==> src/rtl/cnt_pkg.sv <==
// cnt_pkg: shared state encoding and counter width for the countdown timer
package cnt_pkg;
  localparam int CNT_W = 4;
  typedef enum logic [2:0] {IDLE, LOAD, RUN, PAUSE, DONE} state_t;
endpackage

==> src/rtl/cnt_tick_gen.sv <==
// cnt_tick_gen: prescaler producing one tick every DIV enabled cycles
module cnt_tick_gen #(
  parameter int DIV = 4
) (
  input  logic clk,
  input  logic rstn,
  input  logic en,
  input  logic clr,
  output logic tick
);
  localparam int CW = DIV > 1 ? $clog2(DIV) : 1;
  localparam logic [CW-1:0] LAST = CW'(DIV - 1);
  logic [CW-1:0] cnt;
  assign tick = en && cnt == LAST;
  // count only while enabled, wrap on tick; clear wins, otherwise hold
  always_ff @(posedge clk or negedge rstn)
    if (!rstn) cnt <= '0;
    else if (clr) cnt <= '0;
    else if (en) cnt <= tick ? '0 : cnt + 1'b1;
endmodule

==> src/rtl/cnt_timer_ctrl.sv <==
// cnt_timer_ctrl: drives a saturating down-counter's load/hold port to run a paced countdown
module cnt_timer_ctrl
  import cnt_pkg::*;
#(
  parameter int W   = CNT_W,
  parameter int DIV = 4
) (
  input  logic         clk,
  input  logic         rstn,
  input  logic         start,
  input  logic [W-1:0] dur,
  input  logic         pause,
  input  logic [W-1:0] cnt_q,
  output logic         cnt_pe,
  output logic [W-1:0] cnt_din,
  output logic         busy,
  output logic         done
);
  state_t state, nxt;
  logic [W-1:0] dur_r;
  logic tick, active, take, q_zero;
  state_t go_st;
  cnt_tick_gen #(.DIV(DIV)) u_tick (
    .clk (clk),
    .rstn(rstn),
    .en  (state == RUN),
    .clr (state == LOAD),
    .tick(tick)
  );
  assign active = state == RUN || state == PAUSE;
  assign take = start && (state == IDLE || active);
  assign q_zero = cnt_q == '0;
  assign go_st = dur != '0 ? LOAD : DONE;
  assign busy = state == LOAD || active;
  assign done = state == DONE;
  // the counter has no enable: hold it by reloading q except on tick cycles with q above zero
  assign cnt_pe = state == RUN ? (q_zero | ~tick) : 1'b1;
  assign cnt_din = state == LOAD ? dur_r : active ? cnt_q : '0;
  // start outranks expiry, which outranks pause
  always_comb begin
    nxt = take ? go_st :
          state == LOAD ? RUN :
          state == RUN ? (q_zero ? DONE : pause ? PAUSE : RUN) :
          state == PAUSE ? (pause ? PAUSE : RUN) : IDLE;
  end
  // state register and duration latch
  always_ff @(posedge clk or negedge rstn)
    if (!rstn) begin
      state <= IDLE;
      dur_r <= '0;
    end else begin
      state <= nxt;
      if (take) dur_r <= dur;
    end
endmodule

==> config.mk <==
export PLATFORM = sky130hd
export DESIGN_NAME = cnt_timer_ctrl
export DESIGN_NICKNAME = d
export VERILOG_FILES = /design/src/rtl/cnt_pkg.sv /design/src/rtl/cnt_tick_gen.sv /design/src/rtl/cnt_timer_ctrl.sv
export SDC_FILE = /design/constraint.sdc
export NUM_CORES = 1
export LEC_CHECK = 0
export CAP_MARGIN = 5
export CORE_AREA = 2 2 39 41
export DETAILED_ROUTE_END_ITERATION = 12
export DIE_AREA = 0 0 41 43
export GPL_TIMING_DRIVEN = 1
export PLACE_DENSITY = 0.74
export SLEW_MARGIN = 20
export SYNTH_ARGS = -nofsm -noshare
export SYNTH_HDL_FRONTEND = slang
export SYNTH_HIERARCHICAL = 1
export SYNTH_SLANG_ARGS = --single-unit
==> constraint.sdc <==
create_clock -name clk -period 3.79 [get_ports clk]
set_input_delay 0.5685 -clock clk [delete_from_list [all_inputs] [get_ports clk]]
set_output_delay 0.5685 -clock clk [all_outputs]
set_load 0.01 [all_outputs]
==> results of run 1 <==
## metal layers
| layer | global-route usage [%] | up-vias | wire (um) |
|---|---|---|---|
| met3 | 1.57 | 2 | 59 |
| li1 | - | 217 | - |
| met4 | 14.0 | 0 | 20 |
| met5 | 0 | - | 0 |
| met2 | 24.1 | 14 | 589 |
| met1 | 15.4 | 200 | 412 |
## power groups by stage
stage	registers [mW]	logic (mW)	clock network, mW
final	0.162	0.192	0.0706
after global routing	0.166	0.214	0.0836
after CTS	0.161	0.195	0.0759
after detailed placement	0.162	0.194	0
after global placement	0.161	0.188	0
after floorplan	0.144	0.134	0
## logic make-up (layout without fill, tap and decap cells)
kind of cell,count (synthesis),count (layout),synth area share [%]
buffers and inverters,2,22,2.21
AND/OR/NAND/NOR,22,22,27.8
AO/OA/AOI/OAI,9,9,12.5
adder cells (fa/ha/maj),1,1,2.46
flip-flops,9,9,44.2
multiplexers,5,5,10.8
## path summary, 6_finish.rpt
path	cells past startpoint	slack (ns)	end
max in group asynchronous	1	2.89	state[1]$_DFF_PN0_
setup / recovery	4	1.03	cnt_pe
min in group asynchronous	1	0.61	dur_r[3]$_DFFE_PN0P_
hold reg to reg	1	0.52	dur_r[2]$_DFFE_PN0P_
hold / removal	1	0.52	dur_r[2]$_DFFE_PN0P_
setup reg to reg	3	2.09	u_tick/cnt[0]$_DFFE_PN0P_
## placed cells by master, fill, tap and decap left out, types with 2 or more instances in the layout
master,count
sky130_fd_sc_hd__clkdlybuf4s50_1,18
sky130_fd_sc_hd__dfrtp_1,9
sky130_fd_sc_hd__nor2_1,8
sky130_fd_sc_hd__a22oi_1,4
sky130_fd_sc_hd__mux2_2,4
sky130_fd_sc_hd__clkbuf_4,3
sky130_fd_sc_hd__nand2b_1,2
sky130_fd_sc_hd__a21oi_1,2
sky130_fd_sc_hd__and2_1,2
## final cells by class
class / instances / area share, %
multi-input cells: 37 / 37.7
well taps: 16 / 2.76
flip-flops and latches: 9 / 31.1
clock buffers: 4 / 3.63
repair buffers: 18 / 24.9
## sequential cells by signal, indices dropped and copies added (netlist names)
register,count
dur_r,4
state,3
u_tick/cnt,2
## worst max-delay path: stages
cell,delay (ns)
sky130_fd_sc_hd__clkdlybuf4s50_1,0.42
sky130_fd_sc_hd__or4_4,0.57
sky130_fd_sc_hd__nand3_1,0.10
sky130_fd_sc_hd__clkdlybuf4s50_1,0.53
## through the flow
step,power (mW),cell area (um2),hold slack [ns],setup slack (ns),cells
after floorplan,0.278,509,0.273,1.98,48
after detailed placement,0.357,698,0.510,1.03,80
after global placement,0.350,698,0.500,1.04,80
final,0.424,724,0.523,1.03,84
after CTS,0.432,724,0.524,1.02,84
after global routing,0.464,724,0.543,0.930,84
==> out/metrics.csv, run 1 <==
stage,metric,value,unit
synth,distinct cell type count after synthesis,24,
synth,sequential element share of the synthesized area,44.2,%
die,height of the die,43,um
timing,period utilization,72.7,%
global_routing,largest net degree at the start of global routing,13,
die,row cnt,14,
synth,"top cells by count, synth","sky130_fd_sc_hd__dfrtp_1, sky130_fd_sc_hd__nor2_1, sky130_fd_sc_hd__a22oi_1, sky130_fd_sc_hd__mux2_2",
clocking,Clk Tree Root Cell,sky130_fd_sc_hd__clkbuf_4,
detailed_routing,detailed-route DRC error count,0,
die,die outline area,0.00176,mm2
synth,Post-synth ARST share,100,%
synth,number of instances in the synthesized netlist,48,
min_path,worst min path class,flip-flop to flip-flop,
placement,Placer Congestion,0.737,
synth,Post-synth EDFFs,0,
finish,layout cell share with drive strength beyond 1,14.7,%
timing,total negative slack for setup checks,0,ns
pwr,maximum vdd drop,0.220,mV
global_routing,antenna violations before repair,0,
synth,Yosys warning count,6,
pwr,sequential share of power,38.1,%
placement,detailed placement HPWL,870,um
worst_setup_path,arrival time of the worst setup path,2.19,ns
finish,signed area change from the synthesized netlist to the final layout,42.3,%
detailed_routing,drt first-iter violations,5,
timing,Max Clock Skew,0.000470,ns
min_path,Hold Crit Start,dur_r[2]$_DFFE_PN0P_,
synth,leading area contributor after synthesis,sky130_fd_sc_hd__dfrtp_1,
detailed_routing,number of search-and-repair iterations in the first detailed-routing pass,2,
clocking,CTS H-Tree Depth,1,
finish,post-layout utilization of the core,52.4,%
timing,setup repair after global routing missed its margin,no,
finish,Filler Cell Count,123,
timing,worst relative slew slack,57.8,%
clocking,number of buffers created by CTS,3,
pwr,switching share of total power,33.8,%
detailed_routing,count of nets left with antenna violations after detail routing,0,
synth,"top cells by area, synth","sky130_fd_sc_hd__dfrtp_1, sky130_fd_sc_hd__mux2_2, sky130_fd_sc_hd__a22oi_1, sky130_fd_sc_hd__nor2_1, sky130_fd_sc_hd__and2_1",
finish,Post-layout nets,82,
finish,Multi-input gate area,273,um2
clocking,total of hold buffers inserted after clock tree synthesis,0,
die,initial core utilization,36.8,%
global_routing,overall fraction of global-route tracks in use,14.9,%
clocking,clock insertion delay at the later pin of the skew report,0.25,ns
timing,number of endpoints failing setup at the final stage,0,
finish,area taken by flip-flops and latches,225,um2
worst_setup_path,crit start category,input port,
clocking,TritonCTS clock tree,built,
synth,Synth Cell Area,509,um2
detailed_routing,vias after detailed routing,433,
flow_run,maxcap violations,0,
worst_setup_path,critical path endpoint category,primary output,
synth,net count after synthesis,61,
synth,total of flip-flops plus latches after synthesis,9,
global_routing,global-route wire length before repair,1.71,mm
worst_setup_path,worst setup path startpoint,cnt_q[0],
die,die width,41,um
global_routing,GRT Residual Overflow,0,
synth,leading cell type by number of instances after synthesis,sky130_fd_sc_hd__dfrtp_1,
clocking,clock sink count,9,
placement,count of port buffers added during placement,18,
synth,most common flop cell mapped by yosys,sky130_fd_sc_hd__dfrtp_1,
detailed_routing,mean routed wirelength per cell,12.9,um
timing,highest clock frequency the design can meet,0.363,GHz
worst_setup_path,crit-path max FO,3,
detailed_routing,vias per std cell,5.15,
worst_setup_path,Worst Path Required,3.22,ns
detailed_routing,total detailed-routing wirelength,1.08,mm
global_routing,vias in the first global route,431,
pwr,power share of the clock group,16.7,%
clocking,# resized after CTS,0,
timing,min Tclk post-route,2.76,ns
timing,transition time at the pin with the least slew margin,0.632,ns
clocking,number of buffers on the longest clock path,2,
timing,count of final max-slew check failures,0,
synth,Synth top area share,44.2,%
clocking,clock edge transition at the registers on the reported setup and hold paths,0.06,ns
timing,number of hold violations in the final report,0,
pwr,power spent charging and discharging nets,143,uW
pwr,Cell Int Power,281,uW
synth,synthesized area per cell,10.6,um2
pwr,power density over the cells,585,mW/mm2
worst_setup_path,start of the worst register-to-register path,state[1]$_DFF_PN0_,
clocking,buffer count from post-CTS setup fixing,0,
finish,total inserted antenna cells,0,
die,I/O pin count,19,
pwr,fraction of power consumed by combinational cells,45.2,%
worst_setup_path,CP Class,input port to primary output,
die,core box area,0.00138,mm2
outcome,outcome,finished clean,
pwr,leakage power figure,0.290,nW
No activity file was read; power rests on OpenSTA's default activity.
==> run 2: changes to the inputs <==
==> constraint.sdc (replaced) <==
create_clock -name clk -period 2.6 [get_ports clk]
set_input_delay 0.39 -clock clk [delete_from_list [all_inputs] [get_ports clk]]
set_output_delay 0.39 -clock clk [all_outputs]
set_load 0.01 [all_outputs]
==> run 2 against run 1 <==
Against the previous run:
- sequential power rose by 44%
- register-to-register slack got worse by 1.0 ns
- sequential share of layout area decreased by 0.63 points
- hold slack got worse by 0.097 ns
- total power grew 50%
- design area up 2.1%
- critical path type unchanged
- critical endpoint unchanged
==> out/metrics.csv, run 2 (same netlist as run 1, synthesis figures left out) <==
stage,metric,value,unit
worst_setup_path,crit-path max FO,3,
clocking,Clk Tree Root Cell,sky130_fd_sc_hd__clkbuf_4,
worst_setup_path,cells along the critical path,clkdlybuf4s50_1 > or4_4 > nand3_1 > clkdlybuf4s50_1,
finish,"count of placed standard cells in the final layout, fillers left out",86,
worst_setup_path,"Largest stage delay, worst path",0.56,ns
global_routing,overall fraction of global-route tracks in use,14.8,%
timing,count of final max-slew check failures,0,
clocking,TritonCTS clock tree,built,
global_routing,largest net degree at the start of global routing,12,
placement,Placer Congestion,0.751,
finish,post-layout utilization of the core,53.4,%
die,core box area,0.00138,mm2
die,die width,41,um
pwr,leakage power figure,0.301,nW
detailed_routing,Met3 Routed Length,62,um
finish,registers with the highest flip-flop counts,"dur_r: 4 flops, state: 3 flops, u_tick/cnt: 2 flops",
outcome,outcome,finished clean,
detailed_routing,vias per std cell,5.14,
finish,layout cell share with drive strength beyond 1,17.1,%
clocking,clock sink count,9,
pwr,maximum vdd drop,0.363,mV
detailed_routing,detailed-route DRC error count,0,
finish,"top library cells by usage in the layout, fill and taps aside","sky130_fd_sc_hd__clkdlybuf4s50_1, sky130_fd_sc_hd__dfrtp_1, sky130_fd_sc_hd__nor2_1",
global_routing,global-route wire length before repair,1.76,mm
die,initial core utilization,36.8,%
detailed_routing,mean routed wirelength per cell,12.9,um
clocking,# resized after CTS,0,
timing,Max Clock Skew,0.000483,ns
die,I/O pin count,19,
worst_setup_path,"Max stage delay cell, worst path",sky130_fd_sc_hd__or4_4,
die,die outline area,0.00176,mm2
timing,worst relative slew slack,73.0,%
worst_setup_path,worst setup path startpoint,cnt_q[0],
worst_setup_path,crit start category,input port,
finish,"commonest non-fill, non-tap cell in the layout",sky130_fd_sc_hd__clkdlybuf4s50_1,
min_path,worst min path class,input port to async pin,
placement,detailed placement HPWL,866,um
worst_setup_path,arrival time of the worst setup path,2.01,ns
finish,post-route cell area,739,um2
timing,highest clock frequency the design can meet,0.416,GHz
detailed_routing,drt first-iter violations,5,
global_routing,GRT Residual Overflow,0,
die,row cnt,14,
die,height of the die,43,um
clocking,number of buffers created by CTS,3,
timing,transition time at the pin with the least slew margin,0.404,ns
worst_setup_path,Worst Path Required,2.21,ns
timing,Worst Hold Slack,0.427,ns
clocking,clock insertion delay at the later pin of the skew report,0.25,ns
timing,setup slack after layout,0.198,ns
timing,number of hold violations in the final report,0,
detailed_routing,vias after detailed routing,442,
detailed_routing,total detailed-routing wirelength,1.11,mm
worst_setup_path,CP Class,input port to primary output,
placement,cell count after placement,82,
detailed_routing,routed metal-1 wirelength,474,um
flow_run,maxcap violations,0,
clocking,number of buffers on the longest clock path,2,
detailed_routing,uppermost routed layer,met3,
finish,Post-layout nets,84,
worst_setup_path,library cell appearing most often on the critical path,sky130_fd_sc_hd__clkdlybuf4s50_1,
worst_setup_path,critical path endpoint category,primary output,
timing,period utilization,92.4,%
global_routing,vias in the first global route,456,
timing,min Tclk post-route,2.40,ns
timing,number of endpoints failing setup at the final stage,0,
finish,max FFs per register,4,
placement,Post-DP Area,713,um2
finish,register with the most flip-flops,dur_r,
clocking,buffer count from post-CTS setup fixing,0,
worst_setup_path,start of the worst register-to-register path,state[1]$_DFF_PN0_,
timing,setup repair after global routing missed its margin,no,
finish,total inserted antenna cells,0,
pwr,power density over the cells,859,mW/mm2
placement,count of port buffers added during placement,18,
placement,pre-CTS setup slack,0.201,ns
clocking,clock edge transition at the registers on the reported setup and hold paths,0.06,ns
clocking,CTS H-Tree Depth,1,
detailed_routing,met2 wire length,572,um
detailed_routing,count of nets left with antenna violations after detail routing,0,
timing,total negative slack for setup checks,0,ns
clocking,total of hold buffers inserted after clock tree synthesis,0,
global_routing,antenna violations before repair,0,
pwr,total power after layout,635,uW
detailed_routing,number of search-and-repair iterations in the first detailed-routing pass,4,
finish,signed area change from the synthesized netlist to the final layout,45.2,%
## run 2: cell types whose count changed in the layout (fill, tap and decap cells not counted), sizes merged
cell | previous run | this run
buf | 0 | 2
## run 2: path summary, 6_finish.rpt
| check | endpoint | slack, ns | depth (start not counted) |
|---|---|---|---|
| max in group asynchronous | dur_r[0]$_DFFE_PN0P_ | 1.89 | 1 |
| worst min-delay path | state[1]$_DFF_PN0_ | 0.43 | 1 |
| min in group clk | dur_r[3]$_DFFE_PN0P_ | 0.53 | 1 |
| worst max register to register | u_tick/cnt[0]$_DFFE_PN0P_ | 1.09 | 4 |
| worst max-delay path | cnt_pe | 0.20 | 4 |
| worst min register to register | dur_r[3]$_DFFE_PN0P_ | 0.53 | 1 |
## run 2: final cells by class
cell class / count / area (um2)
Multi-Input combinational cell: 37 / 273
Fill cell: 132 / 644
Tap cell: 16 / 20.0
Clock buffer: 4 / 26.3
Timing Repair Buffer: 20 / 195
Sequential cell: 9 / 225
## run 2: metal layers
metal  vias up  global-route usage [%]
met1       204                    15.7
met5         -                       0
met4         0                    10.0
li1        220                       -
met3         0                    2.09
met2        18                    25.0
## run 2: power by group
group,leakage (nW),switching (mW),internal (mW)
clock,0.0150,0.0482,0.0591
sequential,0.110,0.0472,0.187
combinational,0.176,0.121,0.172
## run 2: critical path, delay by kind of cell
family	cells	cell delay (ns)
and+or+nand+nor	2	0.67
buffers and inverters	2	0.95
==> run 3: changes to the inputs <==
--- a/config.mk
+++ b/config.mk
@@ -7,6 +7,7 @@
 export LEC_CHECK = 0
 export CAP_MARGIN = 5
 export CORE_AREA = 2 2 39 41
+export CTS_CLUSTER_SIZE = 30
 export DETAILED_ROUTE_END_ITERATION = 12
 export DIE_AREA = 0 0 41 43
 export GPL_TIMING_DRIVEN = 1
==> results of run 3 <==
Final layout, timing and power as in run 2 (identical DEF).
